## src/rtl/tick_sequencer.sv

```systemverilog
// Programmable tick generator: divides Clock by a latched reload value and issues
// tick enables in continuous, burst or single-step mode, with pause/resume/abort.
module tick_sequencer #(
  parameter int unsigned CNT_W = 28,
  parameter int unsigned R1    = 49_999_999,
  parameter int unsigned R2    = 99_999_999,
  parameter int unsigned R3    = 199_999_999
) (
  input  logic             Clock,
  input  logic             reset,
  input  logic [1:0]       rate_sel,
  input  logic [7:0]       burst_len,
  input  logic             start,
  input  logic             stop,
  input  logic             step,
  output logic             tick,
  output logic             busy,
  output logic             done,
  output logic [7:0]       tick_count,
  output logic [1:0]       state
);

  localparam logic [1:0] S_IDLE = 2'b00;
  localparam logic [1:0] S_RUN  = 2'b01;
  localparam logic [1:0] S_STEP = 2'b10;
  localparam logic [1:0] S_HOLD = 2'b11;

  logic [CNT_W-1:0] counter;
  logic [CNT_W-1:0] reload_q;
  logic [7:0]       burst_q;

  logic [1:0]       state_d;
  logic [CNT_W-1:0] counter_d;
  logic [CNT_W-1:0] reload_d;
  logic [7:0]       burst_d;
  logic [7:0]       tick_count_d;
  logic             done_d;
  logic [CNT_W-1:0] sel_reload;
  logic [7:0]       tick_count_inc;

  // Reload value selected by rate_sel; only sampled on a start from IDLE.
  always_comb begin
    sel_reload = '0;
    case (rate_sel)
      2'b01:   sel_reload = CNT_W'(R1);
      2'b10:   sel_reload = CNT_W'(R2);
      2'b11:   sel_reload = CNT_W'(R3);
      default: sel_reload = '0;
    endcase
  end

  assign tick           = ((state == S_RUN) || (state == S_STEP)) && (counter == '0);
  assign busy           = (state != S_IDLE);
  assign tick_count_inc = tick_count + 8'd1;

  // Next-state logic; priority stop > start > step. A due tick always fires,
  // even when stop arrives on the same edge, and burst completion wins over stop.
  always_comb begin
    state_d      = state;
    counter_d    = counter;
    reload_d     = reload_q;
    burst_d      = burst_q;
    tick_count_d = tick_count;
    done_d       = 1'b0;
    case (state)
      S_IDLE: begin
        if (!stop && start) begin
          state_d      = S_RUN;
          reload_d     = sel_reload;
          burst_d      = burst_len;
          tick_count_d = 8'd0;
          counter_d    = sel_reload;
        end
      end
      S_RUN, S_STEP: begin
        if (tick) begin
          counter_d    = reload_q;
          tick_count_d = tick_count_inc;
          if ((burst_q != 8'd0) && (tick_count_inc == burst_q)) begin
            state_d = S_IDLE;
            done_d  = 1'b1;
          end else if (stop || (state == S_STEP)) begin
            state_d = S_HOLD;
          end
        end else if (stop) begin
          state_d = S_HOLD;
        end else begin
          counter_d = counter - CNT_W'(1);
        end
      end
      S_HOLD: begin
        if (stop) begin
          state_d = S_IDLE;
        end else if (start) begin
          state_d = S_RUN;
        end else if (step) begin
          state_d = S_STEP;
        end
      end
      default: state_d = S_IDLE;
    endcase
  end

  always_ff @(posedge Clock or posedge reset) begin
    if (reset) begin
      state      <= S_IDLE;
      counter    <= '0;
      reload_q   <= '0;
      burst_q    <= 8'd0;
      tick_count <= 8'd0;
      done       <= 1'b0;
    end else begin
      state      <= state_d;
      counter    <= counter_d;
      reload_q   <= reload_d;
      burst_q    <= burst_d;
      tick_count <= tick_count_d;
      done       <= done_d;
    end
  end

endmodule

```

## config.mk

```make
export PLATFORM = sky130hd
export DESIGN_NAME = tick_sequencer
export DESIGN_NICKNAME = d
export VERILOG_FILES = /design/src/rtl/tick_sequencer.sv
export SDC_FILE = /design/constraint.sdc
export NUM_CORES = 1
export LEC_CHECK = 0
export BUFFER_PORTS_ARGS = -buffer_cell sky130_fd_sc_hd__buf_2
export CORE_ASPECT_RATIO = 1.1
export CORE_MARGIN = 2
export CORE_UTILIZATION = 55
export DETAILED_ROUTE_END_ITERATION = 8
export PLACE_DENSITY = 0.74
export SYNTH_ARGS = -nofsm -noshare
export SYNTH_HDL_FRONTEND = slang
export SYNTH_SLANG_ARGS = --single-unit
export TNS_END_PERCENT = 1
```

## constraint.sdc

```tcl
create_clock -name Clock -period 8.44 [get_ports Clock]
set_input_delay 0.422 -clock Clock [delete_from_list [all_inputs] [get_ports Clock]]
set_output_delay 0.422 -clock Clock [all_outputs]
set_load 0.03 [all_outputs]
```

== Word level (Yosys, flattened, before mapping) ==
Cells that the tools add are included.

* Register bits: 75
* Input bits: 15
* Logic and storage cells: 57

* $add $sub $neg: 2
* Equality and inequality tests: 13
* Mux-type cells: 20
* Reduce and logical (&&, ||, !) cells: 16

{| class="wikitable"
|+ Operator list
! kind !! number
|-
| $mux W28 || 3
|-
| $pmux W28 S3 || 1
|-
| $pmux W28 S2 || 1
|-
| $logic_not A28 Y1 || 1
|-
| $sub A28 B1 Y28 const B || 1
|-
| $mux W2 || 8
|-
| $mux W8 || 2
|-
| $pmux W8 S2 || 1
|-
| $add A8 B1 Y8 const B || 1
|-
| $eq A2 B2 Y1 const B || 4
|-
| $eq A8 B8 Y1 || 1
|-
| $ne A4 B4 Y1 const B || 2
|-
| $reduce_bool A8 Y1 || 1
|-
| $ne A3 B3 Y1 const B || 2
|-
| $pmux W2 S3 || 1
|-
| $reduce_and A3 Y1 || 2
|-
| $eq A2 B1 Y1 const B || 2
|-
| $ne A2 B2 Y1 const B || 2
|-
| $reduce_and A4 Y1 || 1
|-
| $reduce_bool A2 Y1 || 2
|-
| $logic_and A1 B1 Y1 || 3
|-
| $mux W1 || 3
|-
| $logic_not A2 Y1 || 1
|-
| $logic_or A1 B1 Y1 || 2
|-
| 3 further kinds || 3
|}

== Logic depth before layout (Yosys ltp) ==
Gate-level depths: netlist (run 1).

* Word-level depth: 6
* Mapped depth: 11
* Depth with buffers taken out: 8

== Worst setup path after synthesis (run 1) ==
No wires, ideal clock.

* Kind: flip-flop to output port
* From: reg counter[17]
* To: out tick
* Arrival: 2.646 ns
* Setup slack: 5.372 ns
* Stages on the path, launching flop included: 8
* Buffers on the path: 3
* Cell sequence: dfrtp_1 > buf_6 > or4_4 > or4b_4 > buf_6 > or3_1 > clkbuf_1 > nor2_1

* Cells in the longest elaborated chain, start to end: 2

{| class="wikitable"
|+ RTL lines
! element !! RTL line !! RTL
|-
| start: declaration || 28 || <nowiki>logic [CNT_W-1:0] counter;</nowiki>
|-
| start signal: assignment || 114 || <nowiki>counter <= counter_d;</nowiki>
|-
| $logic_not A28 Y1 || 52 || <nowiki>assign tick = ((state == S_RUN) || (state == S_STEP)) && (counter == '0);</nowiki>
|-
| $logic_and A1 B1 Y1 || 52 ||
|-
| end: declaration || 16 || <nowiki>output logic tick,</nowiki>
|}

No other way between the ends.

== Final worst setup path (run 1) ==
* From: reg counter[0]
* To: reg counter[22]

* Cells in the longest elaborated chain, start to end: 4
* Elaborated cells on any way between the ends: 8
* Classes of those cells: add/sub: 1; eq/ne: 1; mux: 3; reduce/logical: 3

{| class="wikitable"
|+ RTL lines
! element !! RTL line
|-
| $sub A28 B1 Y28 or $logic_not A28 Y1 (tied branches) || 88, 52
|-
| $mux W28 or $logic_and A1 B1 Y1 (tied branches) || 85, 52
|-
| $mux W28 or $ne A3 B3 Y1 (tied branches) || -
|-
| $pmux W28 S2 or $reduce_and A3 Y1 (tied branches) || -
|}

Parallel ways exist; a longest one is shown, timed or not. The select of a mux whose other input is x is not followed.
A chain may end at the register's enable or synchronous reset.

==> results of run 1 <==
stage by stage:
stage	power (W)	hold slack, ns
floorplan	0.0009401	0.4509
global placement	0.001073	0.4721
detailed placement	0.001088	0.4795
CTS	0.001241	0.3268
global route	0.001340	0.3385
finish	0.001243	0.2778
path summary, 6_finish.rpt:
path / from / end / slack (ns) / depth (start not counted)
min in group Clock: burst_len[0] / burst_q[0]$_DFFE_PP0P_ / 0.34 / 2
hold / removal: reset / tick_count[3]$_DFFE_PP0P_ / 0.28 / 3
hold reg to reg: reload_q[25]$_DFFE_PP0P_ / reload_q[25]$_DFFE_PP0P_ / 0.50 / 2
setup / recovery: counter[0]$_DFFE_PP0P_ / counter[22]$_DFFE_PP0P_ / 4.08 / 7
max in group asynchronous: reset / tick_count[4]$_DFFE_PP0P_ / 7.67 / 3
setup reg to reg: counter[0]$_DFFE_PP0P_ / counter[22]$_DFFE_PP0P_ / 4.08 / 7
where the power goes:
group	total [W]	leakage, nW	switching (W)	internal (W)
Sequential	0.000457	0.665	0.0000999	0.000358
Clock	0.000151	0.0482	0.0000850	0.0000665
Combinational	0.000634	0.818	0.000383	0.000251
Total	0.00124	1.53	0.000568	0.000675
placed cells by master, fill, tap and decap left out, types with 4 or more instances in the layout:
master,synthesis,layout
sky130_fd_sc_hd__a21o_1,6,6
sky130_fd_sc_hd__nand2b_1,4,4
sky130_fd_sc_hd__nand2_1,23,23
sky130_fd_sc_hd__clkbuf_8,0,6
sky130_fd_sc_hd__inv_1,11,10
sky130_fd_sc_hd__o21ai_1,5,5
sky130_fd_sc_hd__a22o_1,8,8
sky130_fd_sc_hd__nor3_1,13,13
sky130_fd_sc_hd__ha_1,10,10
sky130_fd_sc_hd__mux2_2,13,13
sky130_fd_sc_hd__or3_1,6,6
sky130_fd_sc_hd__a31oi_1,8,8
sky130_fd_sc_hd__xnor2_1,11,11
sky130_fd_sc_hd__buf_2,2,27
sky130_fd_sc_hd__nand3_1,7,7
sky130_fd_sc_hd__nor3b_1,5,5
sky130_fd_sc_hd__dfrtp_1,54,54
sky130_fd_sc_hd__a21oi_1,18,18
sky130_fd_sc_hd__o21ai_0,41,41
sky130_fd_sc_hd__nor4_1,6,6
sky130_fd_sc_hd__nor2_1,41,41
sky130_fd_sc_hd__o31ai_1,5,5
sky130_fd_sc_hd__o41ai_1,7,7
critical path, delay by kind of cell (launching register included):
| family | cells | cell delay [ns] |
|---|---|---|
| fa+ha+maj | 1 | 0.20 |
| buf+inv | 1 | 0.12 |
| flops | 1 | 0.41 |
| simple gates | 3 | 2.33 |
| compound gates | 2 | 1.21 |
flip-flops by register name, summed over array words and instances (netlist names):
register	cells
burst_q	8
state	2
reload_q	7
counter	28
tick_count	8
done	1
kinds of logic after synthesis:
kind of cell / count (synthesis)
compound gates: 129
xor+xnor: 13
fa+ha+maj: 10
buf+inv: 35
flops: 54
mux: 13
simple gates: 128
final cells by class:
cell class	instances	area, um^2
well taps	80	100.1
clock inverters	1	5.005
clock buffers	7	86.33
inverters	12	45.04
fillers	561	2434
multi-input cells	293	1909
flip-flops and latches	54	1351
repair buffers	29	150.1
metal layers:
metal  up-vias  wire length (um)  track usage [%]
met5         -                 0                0
met4         0                84            4.389
met3        12               348            3.125
met2        90              4107            43.61
met1      1456              3723            34.63
li1       1445                 -                -
==> flow_results.org, run 1 <==
** Detailed routing
- For this block, the initial DRC count from the detailed router was 277.
- Dividing the detail-routed wire length by the instance count gives 17.36 um.
- Ratio of routed vias to standard cells :: 6.309
- Count of nets left with antenna violations after detail routing :: 0
- The first detailed-routing pass ran for 5 iterations.
- Post-Route WL :: 8263 um
- Via count :: 3003
- For this run, design rule violations remaining after detail routing come to 0.

** Logic synthesis
- Number of synthesized flops with an enable pin :: 0
- The number of different library cells used by synthesis comes to 61.
- Each instance of the synthesized netlist takes up on average 8.975 um^2.
- Warnings, synthesis :: 0
- The share of synthesized area in the top cell type comes to 39.42%.
- The biggest area contributor in the post-synthesis netlist is sky130_fd_sc_hd__dfrtp_1.
- Most frequent cell after synthesis :: sky130_fd_sc_hd__dfrtp_1
- Largest cells by area after synthesis :: sky130_fd_sc_hd__dfrtp_1, sky130_fd_sc_hd__o21ai_0, sky130_fd_sc_hd__nor2_1
- In the synthesized netlist the async set-or-reset flop fraction comes to 100.0%.
- Synth Area in Adders :: 3.650%
- The synthesized design contains 54 register bits.
- Seq/Total Area, Yosys :: 39.42%
- Synthesized-area fraction occupied by ao, oa, aoi and oai cells :: 25.29%
- Leading post-synthesis cells by instance count :: sky130_fd_sc_hd__dfrtp_1, sky130_fd_sc_hd__nor2_1, sky130_fd_sc_hd__o21ai_0
- Gate count of the mapped netlist :: 382
- Xor and xnor fraction of the mapped netlist area :: 3.321%
- Dominant combinational cell family by area after synthesis :: compound AO/OA/AOI/OAI gates
- Netlist Area Pre-Place :: 3428 um^2
- Measured against the total synthesized area, the mux share comes to 4.270%.
- The synthesized netlist devotes 19.16% of its cell area to simple gates.
- Primary flip-flop cell chosen by synthesis mapping :: sky130_fd_sc_hd__dfrtp_1
- Number of nets produced by synthesis :: 407

** Flow run
- Max_cap viols :: 0

** CTS
- At the later pin of the worst-skew pair, clock insertion delay measures 0.31 ns.
- Clock tree root driver cell :: sky130_fd_sc_hd__clkbuf_8
- After clock tree synthesis, the repair step resized 0 gates.
- TritonCTS built the clock tree.
- The H-tree was split into 2 levels.
- For this design, the sink count on the clock tree is 54.
- After clock tree synthesis, the setup repair step added 0 buffers.
- The longest clock path from root to sink contains 2 buffers.
- Hold-fix buffer count after cts :: 0
- TritonCTS Buffers :: 5
- Clock transition at the registers of the reported paths :: 0.10 ns

** Global route
- Overall routing resource usage :: 25.24%
- The first global-routing pass estimated 13830 um of wire.
- Number of antenna violations at the first check in global routing :: 0
- Pin count of the biggest net entering global routing :: 55
- The total overflow left after global routing is 0.
- Via count of the first global-routing pass :: 2750

** Final layout
- Final instance area :: 3647 um^2
- The number of antenna diodes in the final layout is 0.
- # nets final :: 420
- Post-route insts no fill :: 476
- Area delta synth->final :: 6.387%
- Measured on the finished design, the core utilization comes to 59.98%.
- Of the cells placed in the final design, the portion with a size suffix greater than 1 is 15.15%.

** Floorplanning
- Cell Rows :: 30
- The floorplan step set the die height to 86.81 um.
- The die covers 6881 um^2.
- For this configuration, the core starts out at a cell density of 56.38%.
- Die Span X :: 79.28 um
- The core region is 6081 um^2.
- Pin placement for this block handled 28 I/O pins.

** Worst setup path
- Nature of the critical path startpoint :: flip-flop
- Class of the most critical setup path :: reg -> reg
- Peak per-stage delay on the critical path :: 1.20 ns
- Traced cell by cell, the critical path runs through inv_1 > ha_1 > nor3b_1 > nand4b_1 > nor3_1 > a21oi_1 > o32a_1.
- Of all nets on the critical path, the largest fanout is 18.
- Crit end category :: flip-flop
- Required @ worst endpoint :: 8.64 ns
- Max stage delay cell, worst path :: sky130_fd_sc_hd__nor3_1
- Critical path arrival :: 4.56 ns

** STA
- Crit share post-route :: 51.63%
- Number of max-slew violations in the final report :: 0
- Final setup skew :: 0.004241 ns
- Static timing analysis puts the maximum clock frequency at 0.2295 GHz.
- Least setup slack across all paths after layout :: 4.083 ns
- Actual transition at the worst max-transition pin :: 1.318 ns
- Setup violations remaining at the end of the flow were counted as 0.
- RSZ-0062 raised after global routing :: no
- Post-route setup TNS :: 0 ns
- The routed design could run at a clock period as short as 4.357 ns.
- Measured against its own limit, the worst slew margin works out to 12.12%.
- Final-report hold violation count :: 0

** Placement
- The count of buffers added on input and output ports is 27.
- Placement Setup Slack :: 4.231 ns
- Placer congestion estimate :: 0.8466
- # placed instances :: 468
- Cell Area, Placed :: 3556 um^2
- DP HPWL :: 5726 um

** Pwr
- Leakage power :: 1.531 nW
- VDD sags by at most 0.1949 mV.
- Power per cell area :: 340.9 nW/um^2

** Run status
- Run status :: finished clean

** Hold path
- The min-delay analysis places its worst path in the category in -> async.
No activity file was read; power rests on OpenSTA's default activity.
==> run 2: changes to the inputs <==
ABC_AREA = 1   (was default)
clock period = 4.5 ns   (was 8.44 ns; I/O delays follow)
==> flow_results.org, run 2 <==
** Final layout
- Most common library cell in the layout ignoring fill and taps :: sky130_fd_sc_hd__nand2_1
- Fill cell instance count of the final layout :: 558 (-0.53%)
- Largest registers ranked by flip-flop count :: counter (28), burst_q (8), tick_count (8)
- # nets final :: 531 (+26%)
- The library cells used most frequently in the layout, excluding fill and tap cells, are sky130_fd_sc_hd__nand2_1, sky130_fd_sc_hd__inv_1, sky130_fd_sc_hd__dfrtp_1.
- The count of antenna diodes in the layout came to 0 (unchanged).
- The post-route standard cell area excluding fillers is 3791 um^2 (+3.9%).
- FF/Latch Area :: 1351 um^2 (unchanged)
- Multi-input gate area in the final layout :: 1799 um^2 (-5.8%)
- Finished Core Util :: 61.96% (+2.0 points)
- Fraction of layout instances using a drive strength above 1 :: 12.62% (-2.5 points)
- Flip-flop count of the largest register, all copies and words added :: 28 (unchanged)
- Register with the highest flop count :: counter
- From synthesis to final layout, the design area changed by 9.783%.

** Detailed routing
- The number of DRC violations after detailed-routing iteration 0 is 167 (-40%).
- The total detailed-routing wirelength was 7994 um (-3.3%).
- Count of nets left with antenna violations after detail routing :: 0 (unchanged)
- Ratio of routed vias to standard cells :: 5.330 (-16%)
- Number of detailed-routing iterations run before antenna repair :: 4 (-1)
- The mean routed wirelength per cell is 13.62 um (-22%).
- The number of vias in the routed layout is 3129 (+4.2%).
- The number of remaining DRC errors was 0 (unchanged).

** Logic synthesis
- The synthesized area per cell is 7.179 um^2 (-20%).
- Library cell with the largest summed area after synthesis :: sky130_fd_sc_hd__dfrtp_1
- Number of nets produced by synthesis :: 506 (+24%)
- Warnings, synthesis :: 0 (unchanged)
- Largest cells by area after synthesis :: sky130_fd_sc_hd__dfrtp_1, sky130_fd_sc_hd__nand2_1, sky130_fd_sc_hd__o21ai_0
- The gate count after technology mapping came to 481 (+26%).
- The cell area after synthesis was 3453 um^2 (+0.73%).
- The sequential element share of the synthesized area was 39.13% (-0.29 points).
- Among all cell types in the netlist, the one instantiated most often is sky130_fd_sc_hd__nand2_1.
- The post-synthesis register bit count was 54 (unchanged).
- For this run, the leading register cell type out of synthesis is sky130_fd_sc_hd__dfrtp_1.
- Leading post-synthesis cells by instance count :: sky130_fd_sc_hd__nand2_1, sky130_fd_sc_hd__inv_1, sky130_fd_sc_hd__dfrtp_1
- The number of distinct standard cells referenced by the synthesized netlist came to 30 (-51%).
- The number of enable-type register cells in the synthesized netlist was 0 (unchanged).
- Top-area cell type share of the netlist area :: 39.13% (-0.29 points)
- Fraction of registers with async set or reset after synthesis :: 100.0% (unchanged)

** STA
- The minimum hold slack came to 0.09170 ns (-0.1861 ns).
- Final period demand of the worst path :: 2.960 ns (-1.397 ns)
- Actual transition at the worst max-transition pin :: 0.6849 ns (-0.6333 ns)
- Setup-violating endpoint count in the final report :: 0 (unchanged)
- Final-report hold violation count :: 0 (unchanged)
- The worst slew slack as a fraction of its limit came to 54.34% (+42 points).
- The final-report max-slew violation count is 0 (unchanged).
- Final setup skew :: 0.004503 ns (+0.0002618 ns)
- Setup repair after global routing left no endpoint under its margin.
- Crit share post-route :: 65.79% (+14 points)
- Post-route setup TNS :: 0 ns (unchanged)
- Maximum clock rate :: 0.3378 GHz (+47%)

** Run status
- The run finished with clean final reports.

** Placement
- The placed standard-cell area was 3649 um^2 (+2.6%).
- The final HPWL from detailed placement is 5768 um (+0.74%).
- Placer congestion estimate :: 0.8817 (+4.1%)
- The number of buffers added on ports was 27 (unchanged).

** Flow run
- The count of maximum capacitance violations was 0 (unchanged).

** Global route
- Global-route wire length before repair :: 13600 um (-1.6%)
- Global route total overflow :: 0 (unchanged)
- Number of antenna violations at the first check in global routing :: 0 (unchanged)
- Overall routing resource usage :: 24.83% (-0.41 points)
- Via count of the first global-routing pass :: 3063 (+11%)
- Pin count of the biggest net entering global routing :: 55 (unchanged)

** CTS
- CTS H-tree depth :: 2 (unchanged)
- Clock tree root driver cell :: sky130_fd_sc_hd__clkbuf_8
- The post-CTS resize count came to 0 (unchanged).
- The post-CTS setup buffer count was 0 (unchanged).
- The worst-case clock buffer depth came to 2 (unchanged).
- Hold-fix buffer count after cts :: 0 (unchanged)
- The total clock sinks came to 54 (unchanged).
- TritonCTS built the clock tree.
- The clock latency of the later-clocked register in the worst-skew pair was 0.31 ns (about the same).
- The register clock-pin slew on the reported worst setup and hold paths was 0.10 ns (about the same).
- TritonCTS Buffers :: 5 (unchanged)

** Worst setup path
- The setup slack of the most critical reg-to-reg path was 1.54 ns (-2.54 ns).
- Top Family by Delay on Critical Path :: simple AND/OR/NAND/NOR gates
- The logic depth of the worst path, buffers included is 9 (+2).
- The data required time at the worst endpoint was 4.75 ns (-3.89 ns).
- The setup path with the least slack is of type reg -> reg.
- Ordered list of cells on the worst path :: inv_1 > ha_1 > inv_2 > nor2_4 > nor2_8 > nor2_4 > nor2_4 > o21ai_0 > o21a_1
- The worst setup path is captured at a flip-flop.
- The cell that appears most often on the critical path is sky130_fd_sc_hd__nor2_4.
- Critical path arrival :: 3.21 ns (-1.35 ns)
- The worst register-to-register path begins at state[0]$_DFFE_PP0P_.
- The critical path's largest stage delay is 0.64 ns (-0.56 ns).
- Nature of the critical path startpoint :: flip-flop
- The worst path buffer plus inverter count was 2 (+1).
- The highest net fanout along the worst path was 27 (+9).
- Worst Reg-to-Reg Cells :: 9 (+2)
- For this design, the slowest cell found on the critical path is sky130_fd_sc_hd__ha_1.
- The endpoint identified for the worst register-to-register timing path is counter[1]$_DFFE_PP0P_.

** Pwr
- The total design power is 0.002666 W (+110%).
- The static power due to leakage was 1.861 nW (+21%).
- Power per cell area :: 703.2 nW/um^2 (+110%)
- The maximum ir drop on the vdd rail is 0.3740 mV (+92%).

** Floorplanning
- The starting utilization of the core area was 56.44% (+0.063 points).
- The number of placement rows came to 30 (unchanged).
- The floorplan core area came to 6118 um^2 (+0.62%).
- # IOs :: 28 (unchanged)
- The die outline height came to 87.11 um (+0.35%).
- The die boundary width came to 79.55 um (+0.35%).
- The die area is 6929 um^2 (+0.69%).

** Hold path
- Tightest Hold Check Type :: in -> async
-- run 2: cell count changes after synthesis, moves of 10 or more --
cell / before / now
sky130_fd_sc_hd__nand2_1: 23 / 117
sky130_fd_sc_hd__mux2_2: 13 / 0
sky130_fd_sc_hd__inv_1: 11 / 61
sky130_fd_sc_hd__nor2_1: 41 / 51
sky130_fd_sc_hd__nand3_1: 7 / 30
sky130_fd_sc_hd__clkbuf_1: 17 / 5
sky130_fd_sc_hd__xor2_1: 2 / 13
sky130_fd_sc_hd__o21ai_0: 41 / 51
-- run 2: cell type report --
cell class                      instances  area share (%)
Tap cell                               80           2.640
Clock inverter                          2           1.584
Clock buffer                            6           2.178
Sequential cell                        54           35.64
Timing Repair Buffer                   29           3.960
Multi-Input combinational cell        350           47.46
Inverter                               66           6.535
-- run 2: where the power goes --
group	total (W)	internal (W)	switching [W]
Clock	0.000402	0.000237	0.000165
Combinational	0.00141	0.000450	0.000960
Sequential	0.000854	0.000683	0.000171
Total	0.00267	0.00137	0.00130
-- run 2: worst max-delay path by stage --
stage,start,endpoint,slack (ns)
after floorplan,state[0]$_DFFE_PP0P_,counter[3]$_DFFE_PP0P_,2.34
after global placement,state[1]$_DFFE_PP0P_,counter[1]$_DFFE_PP0P_,1.69
after detailed placement,state[0]$_DFFE_PP0P_,counter[1]$_DFFE_PP0P_,1.59
after CTS,state[0]$_DFFE_PP0P_,counter[1]$_DFFE_PP0P_,1.55
after global routing,state[1]$_DFFE_PP0P_,counter[23]$_DFFE_PP0P_,1.22
final,state[0]$_DFFE_PP0P_,counter[1]$_DFFE_PP0P_,1.54
-- run 2: per-layer routing --
| metal | vias up | track usage (%) | wire length (um) |
|---|---|---|---|
| li1 | 1594 | - | - |
| met1 | 1459 | 29.77 | 3533 |
| met2 | 67 | 45.23 | 4046 |
| met3 | 9 | 3.734 | 297 |
| met4 | 0 | 8.307 | 116 |
| met5 | - | 0 | 0 |
-- run 2: worst reg2reg max path: cells and delay by family (launching register included) --
| kind | cells | cell delay [ns] |
|---|---|---|
| AO/OA/AOI/OAI | 2 | 0.27 |
| buffers and inverters | 2 | 0.25 |
| flip-flops | 1 | 0.40 |
| adder cells (fa/ha/maj) | 1 | 0.64 |
| AND/OR/NAND/NOR | 4 | 1.34 |
-- run 2: logic make-up (layout without fill, tap and decap cells) --
| kind of cell | after synthesis | after routing | synth area share, % |
|---|---|---|---|
| compound gates | 87 | 87 | 13.55 |
| xor+xnor | 18 | 18 | 4.565 |
| fa+ha+maj | 10 | 10 | 3.623 |
| buf+inv | 77 | 103 | 8.768 |
| flops | 54 | 54 | 39.13 |
| simple gates | 235 | 235 | 30.36 |
-- run 2: metrics by stage --
step	setup WS, ns	instances
floorplan	2.342	481
finish	1.540	587
detailed placement	1.586	579
global placement	1.695	579
global route	1.222	587
CTS	1.550	587
